`config.mk`:
```
export PLATFORM = sky130hd
export DESIGN_NAME = ma_stage
export DESIGN_NICKNAME = d
export VERILOG_FILES = /design/src/rtl/ma_stage.sv
export SDC_FILE = /design/constraint.sdc
export NUM_CORES = 1
export LEC_CHECK = 0
export BUFFER_PORTS_ARGS = -buffer_cell sky130_fd_sc_hd__buf_2
export CAP_MARGIN = 20
export CORE_AREA = 2 2 148 150
export DETAILED_ROUTE_END_ITERATION = 12
export DIE_AREA = 0 0 150 152
export PLACE_DENSITY_LB_ADDON = 0.08
export SLEW_MARGIN = 20
export SYNTH_ARGS = -nofsm -noshare
export SYNTH_HDL_FRONTEND = slang
export SYNTH_SLANG_ARGS = --single-unit
export TNS_END_PERCENT = 1
```
`constraint.sdc`:
```
create_clock -name clk -period 2.2 [get_ports clk]
set_input_delay 0.11 -clock clk [delete_from_list [all_inputs] [get_ports clk]]
set_output_delay 0.11 -clock clk [all_outputs]
set_load 0.02 [all_outputs]
```
`src/rtl/ma_stage.sv`:
```
// Memory Access stage: runs loads/stores over a req/ack data bus, stalls upstream while waiting,
// and owns the MAWB pipeline register. Define MA_PERF_CNT_EN to add load/store/wait counters.
module ma_stage #(
    parameter int WIDTH     = 32,
    parameter int WB_WIDTH  = 3,
    parameter int RDS_WIDTH = 5
) (
    input  logic                 clk,
    input  logic                 reset,
    input  logic [WB_WIDTH-1:0]  i_WB_Ctrl,
    input  logic [1:0]           i_MEM_Ctrl,
    input  logic [WIDTH-1:0]     i_ALU_rslt,
    input  logic [WIDTH-1:0]     i_Rs2_val,
    input  logic [WIDTH-1:0]     i_PC,
    input  logic [RDS_WIDTH-1:0] i_Rds_addr,
    input  logic                 i_Fwrd_Store,
    input  logic [WIDTH-1:0]     i_Data_From_WB,
    input  logic                 i_MAWB_flush,
    output logic [WIDTH-1:0]     o_Data_To_EX,
    output logic                 o_MA_stall,
    output logic                 o_dmem_req,
    output logic                 o_dmem_we,
    output logic [WIDTH-1:0]     o_dmem_addr,
    output logic [WIDTH-1:0]     o_dmem_wdata,
    input  logic                 i_dmem_ack,
    input  logic [WIDTH-1:0]     i_dmem_rdata,
`ifdef MA_PERF_CNT_EN
    output logic [31:0]          o_load_cnt,
    output logic [31:0]          o_store_cnt,
    output logic [31:0]          o_wait_cnt,
`endif
    output logic [WB_WIDTH-1:0]  o_MAWB_WB,
    output logic [WIDTH-1:0]     o_MAWB_Mem_data,
    output logic [WIDTH-1:0]     o_MAWB_ALU_rslt,
    output logic [RDS_WIDTH-1:0] o_MAWB_Rds_addr,
    output logic [WIDTH-1:0]     o_MAWB_PC
);

    typedef enum logic {IDLE, WAIT} state_e;

    state_e         state_q, state_d;
    logic [WIDTH-1:0] wdata_q, wdata_d;
    logic           mem_op;
    logic           is_write;
    logic           req;
    logic           done;
    logic           capture;
    logic [WIDTH-1:0] wdata_sel;

    assign mem_op    = i_MEM_Ctrl[0] | i_MEM_Ctrl[1];
    assign is_write  = i_MEM_Ctrl[1];
    assign wdata_sel = i_Fwrd_Store ? i_Data_From_WB : i_Rs2_val;

    // NOTE: always_comb with every output defaulted first, so no path can infer a latch.
    always_comb begin
        state_d = state_q;
        wdata_d = wdata_q;
        req     = 1'b0;
        unique case (state_q)
            IDLE: begin
                req = mem_op;
                if (mem_op && !i_dmem_ack) begin
                    state_d = WAIT;
                    wdata_d = wdata_sel;
                end
            end
            WAIT: begin
                req = 1'b1;
                if (i_dmem_ack) state_d = IDLE;
            end
            default: state_d = IDLE;
        endcase
    end

    // Acks with no request outstanding are ignored; a flush only overrides the MAWB load.
    assign done    = req & i_dmem_ack;
    assign capture = ~i_MAWB_flush & (((state_q == IDLE) & ~mem_op) | done);

    // The stored copy shields a waiting store from the WB forwarding source moving on.
    assign o_dmem_req   = reset & req;
    assign o_MA_stall   = reset & req & ~i_dmem_ack;
    assign o_dmem_we    = is_write;
    assign o_dmem_addr  = i_ALU_rslt;
    assign o_dmem_wdata = (state_q == WAIT) ? wdata_q : wdata_sel;
    assign o_Data_To_EX = i_ALU_rslt;

    // NOTE: non-blocking assignments for all state so every register samples pre-edge values.
    always_ff @(posedge clk or negedge reset) begin
        if (!reset) begin
            state_q <= IDLE;
            wdata_q <= '0;
        end else begin
            state_q <= state_d;
            wdata_q <= wdata_d;
        end
    end

    always_ff @(posedge clk or negedge reset) begin
        if (!reset) begin
            o_MAWB_WB       <= '0;
            o_MAWB_Mem_data <= '0;
            o_MAWB_ALU_rslt <= '0;
            o_MAWB_Rds_addr <= '0;
            o_MAWB_PC       <= '0;
        end else if (capture) begin
            o_MAWB_WB       <= i_WB_Ctrl;
            o_MAWB_Mem_data <= (done && !is_write) ? i_dmem_rdata : '0;
            o_MAWB_ALU_rslt <= i_ALU_rslt;
            o_MAWB_Rds_addr <= i_Rds_addr;
            o_MAWB_PC       <= i_PC;
        end else begin
            o_MAWB_WB       <= '0;
            o_MAWB_Mem_data <= '0;
            o_MAWB_ALU_rslt <= '0;
            o_MAWB_Rds_addr <= '0;
            o_MAWB_PC       <= '0;
        end
    end

`ifdef MA_PERF_CNT_EN
    always_ff @(posedge clk or negedge reset) begin
        if (!reset) begin
            o_load_cnt  <= '0;
            o_store_cnt <= '0;
            o_wait_cnt  <= '0;
        end else begin
            if (done && !is_write) o_load_cnt  <= o_load_cnt + 32'd1;
            if (done && is_write)  o_store_cnt <= o_store_cnt + 32'd1;
            if (o_MA_stall)        o_wait_cnt  <= o_wait_cnt + 32'd1;
        end
    end
`endif

endmodule
```
# Word-level counts from Yosys, hierarchy flattened
# Cells that the tools add are included.
# op_classes
n_mux	12
bitwise_logic	11
reduce_logical	5
# op_table
operator	n
$mux 32	6
$and 1x1->1	5
$mux 5	1
$not 1->1	4
$pmux 1 s2	2
$mux 3	1
$logic_and 1x1->1	2
$logic_not 1->1	2
$mux 1	2
$or 1x1->1	2
$reduce_and 2->1	1
# totals
output_inout_bits	203
ff_bits	137

# Depth between registers and ports, before layout
# logic_depth
word_depth	6
depth_mapped	5
depth_no_buf	3

# Least setup slack after synthesis
# OpenSTA, ideal clock, no wires.
# synth_path
path_kind	flip-flop to flip-flop
from	reg state_q
to	reg o_MAWB_ALU_rslt[0]
period_less_slack_ns	1.462
path_slack_ns	0.738
setup_time_ns	0.066
t_arrival_ns	1.397
stages_incl_launch_ff	6
cell_sequence	dfrtp_1 -> buf_6 -> or3_4 -> a21oi_4 -> clkbuf_2 -> and2_1
# synth_via
elab_chain_len	6
# synth_rtl
element	line_no	text
start, declared	41	state_e state_q, state_d;
start signal, assigned	93	state_q <= state_d;
$not 1->1	n/a	
$pmux 1 s2	59	unique case (state_q)
$and 1x1->1	76	assign done = req & i_dmem_ack;
$or 1x1->1 *	77	assign capture = ~i_MAWB_flush & (((state_q == IDLE) & ~mem_op) | done);
$and 1x1->1 *	77	
$mux 32 *	105	end else if (capture) begin
end signal, assigned	108	o_MAWB_ALU_rslt <= i_ALU_rslt;
end, declared	34	output logic [WIDTH-1:0] o_MAWB_ALU_rslt,
# Every way passes the cells marked *; elsewhere a longest branch is shown, timed or not.
# A chain may end at the register's enable or synchronous reset.

# Final worst setup path
# layout_path
from	reg state_q
to	out o_dmem_wdata[29]
# layout_via
elab_chain_len	1
# layout_rtl
element	line_no	text
$mux 32	84	assign o_dmem_wdata = (state_q == WAIT) ? wdata_q : wdata_sel;
end, declared	24	output logic [WIDTH-1:0] o_dmem_wdata,
# Every way passes these cells.

==> results.toml <==
[status]
status = "complete, no violations"

[run]
drv_cap = 0

[sta]
worstMarginPinSlew_ns = 0.575
hold_ws_ns = 0.0550
rsz0062_at_grt = "no"
fin_crit_sh_pct = 86.5
skew_ns = 0.00808
finalHoldViolations = 0
slew_violations = 0
timing.fmax_ghz = 0.525
setup_ws_ns = 0.297
relSlewSlack_pct = 61.6
setup_tns_ns = 0
timing.final.crit_period_ns = 1.90
setup_violations = 0

[floorplan]
core_region_area_um2 = 21400
num_rows = 54
die-width_um = 150
chipHeight_um = 152
ios = 378
start_util_pct = 27.3
dieArea_um2 = 22800

[global_route]
grt_first_pass_wirelength_um = 27700
track_usage_pct = 15.9
grt_antenna_before_repair = 0
grt_overflow = 0
grt_pass1_vias = 5077
grt_start_max_net_pins = 75

[worst_setup_path]
required_ns = 2.09
arrival_ns = 1.79
path_max_fanout = 32
cp-end-kind = "primary output"
critical_path_class = "flop to primary output"
cp_slowest_stage_delay_ns = 0.40
cp_slowest_cell = "buf_4"
rr_worst_depth = 4
path_cells = "buf_4, mux2_2, buf_2"
startpoint_type = "flop"

[final_layout]
n_fill_cell = 2033
final_cells = 1150
area_growth_pct = 59.3
nNetsFinal = 1032
multi_input_area_um2 = 1810
drive_above_1_share_pct = 58.6
diodes = 0
ff_latch_area_um2 = 3430

[route]
drt-total-wl_um = 17800
dr.pass1.iters = 4
drt_iter0_drc = 162
routed-via-count = 4635
wire_per_inst_um = 15.5
ant_nets = 0
viasPerCell = 4.03
drc = 0

[clock_tree]
ctsHoldBuffers = 105
numCtsBuffers = 17
cts_buffer_depth = 2
clock_latency_ns = 0.42
htree_levels = 4
clk_pin_slew_worst_paths_ns = 0.06
clock-root-buffer = "clkbuf_16"
postCtsSetupBuffers = 0
cts_tree = "done"
cts.sinks = 137
post_cts_resized = 0

[pwr]
ir_drop_uv = 504
powerDensity_nw_per_um2 = 781
power_mw = 7.24
leakagePower_nw = 4.93

[logic_synthesis]
yosysTopAreaCell = "dfrtp_1"
yosys_warnings = 0
yosysUniqueCellTypes = 16
ys_ff_latch = 137
syn-num-nets = 608
syn_area_per_cell_um2 = 13.4
netlist_instances = 433
ys_seq_area_share_pct = 58.9
synth.top_cell.area_share_pct = 58.9
synthTopCellsByArea = "dfrtp_1 (59%), mux2_2 (17%), and2_1 (11%), buf_4 (8.4%), mux2_1 (1.4%)"
syn_area_um2 = 5820

[worst_hold_path]
hold_class = "primary input to flop"
min_path_cells = 3

[placement]
pre_cts_ws_ns = 0.576
globalplace.congestion = 0.778
dpl.cell_count = 1013
dpl.hpwl_um = 13000
port_buffers = 377
[cell families after synthesis]
| group | Yosys count | share of synthesized area [%] |
|---|---|---|
| buf+inv | 87 | 10.2 |
| simple gates | 111 | 11.9 |
| mux | 96 | 18.6 |
| flops | 137 | 58.9 |
| compound gates | 2 | 0.366 |
[layout by cell type (no fill, tap or decap)]
cell,instances
o21ai_2,1
buf_2,376
a21oi_4,1
buf_12,3
buf_4,6
mux2_1,7
and2_1,106
nor2_1,2
or3_4,1
inv_6,5
clkbuf_1,1
clkbuf_16,17
inv_1,1
mux2_2,89
clkbuf_8,1
buf_6,1
nor4_2,1
dfrtp_1,137
dlygate4sd3_1,105
clkinv_2,3
clkinv_4,1
and3_1,1
bufinv_16,4
[worst max-delay path, delay by kind of cell (launching register included)]
family                 cells  cell delay [ns]
flip-flops                 1             0.38
buffers and inverters      2             0.56
multiplexers               1             0.40
[cell type report]
class / instances / share of cell area [%]
flip-flops and latches: 137 / 37.0
clock inverters: 13 / 2.02
clock buffers: 19 / 4.78
well taps: 280 / 3.78
repair buffers: 491 / 32.9
multi-input cells: 209 / 19.5
inverters: 1 / 0.0405
[worst paths after layout]
kind,from,end,slack [ns]
worst max-delay path,state_q,o_dmem_wdata[29],0.30
worst min-delay path,i_Rs2_val[1],wdata_q[1],0.05
worst max register to register,state_q,o_MAWB_ALU_rslt[2],0.66
worst min register to register,wdata_q[14],wdata_q[14],0.50
max in group asynchronous,reset,o_MAWB_Rds_addr[0],1.24
min in group asynchronous,reset,wdata_q[2],0.10
[report_power, final]
part           leakage, nW  internal, mW  switching [mW]
combinational         2.83         0.669           0.719
clock                0.313          1.94            1.12
sequential            1.79          2.72          0.0723
[cell usage after synthesis]
| cell | n |
|---|---|
| or3_4 | 1 |
| buf_6 | 1 |
| nor2_1 | 2 |
| and2_1 | 106 |
| o21ai_1 | 1 |
| buf_2 | 6 |
| inv_1 | 1 |
| nor4_1 | 1 |
| buf_4 | 65 |
| mux2_2 | 89 |
| and3_1 | 1 |
| clkbuf_1 | 7 |
| mux2_1 | 7 |
| dfrtp_1 | 137 |
| a21oi_4 | 1 |
| clkbuf_2 | 7 |
[flip-flops by register name, summed over array words and instances (netlist names)]
register	flops
o_MAWB_WB	3
o_MAWB_Rds_addr	5
o_MAWB_ALU_rslt	32
o_MAWB_PC	32
wdata_q	32
o_MAWB_Mem_data	32
state_q	1
[metrics by stage]
step | area [um2] | utilization, %
2_1_floorplan | 5820 | -
3_3_place_gp | 7590 | 35.5
3_5_place_dp | 7590 | 35.5
4_1_cts | 9270 | 43.4
5_1_grt | 9270 | 43.4
6_report | 9270 | 43.4
[routing by layer]
layer | track usage, % | vias up | wire, um
li1 | - | 2191 | -
met1 | 17.5 | 2170 | 6540
met2 | 27.7 | 236 | 9220
met3 | 4.92 | 38 | 1470
met4 | 7.23 | 0 | 542
met5 | 0 | - | 0
No activity file was read; power rests on OpenSTA's default activity.
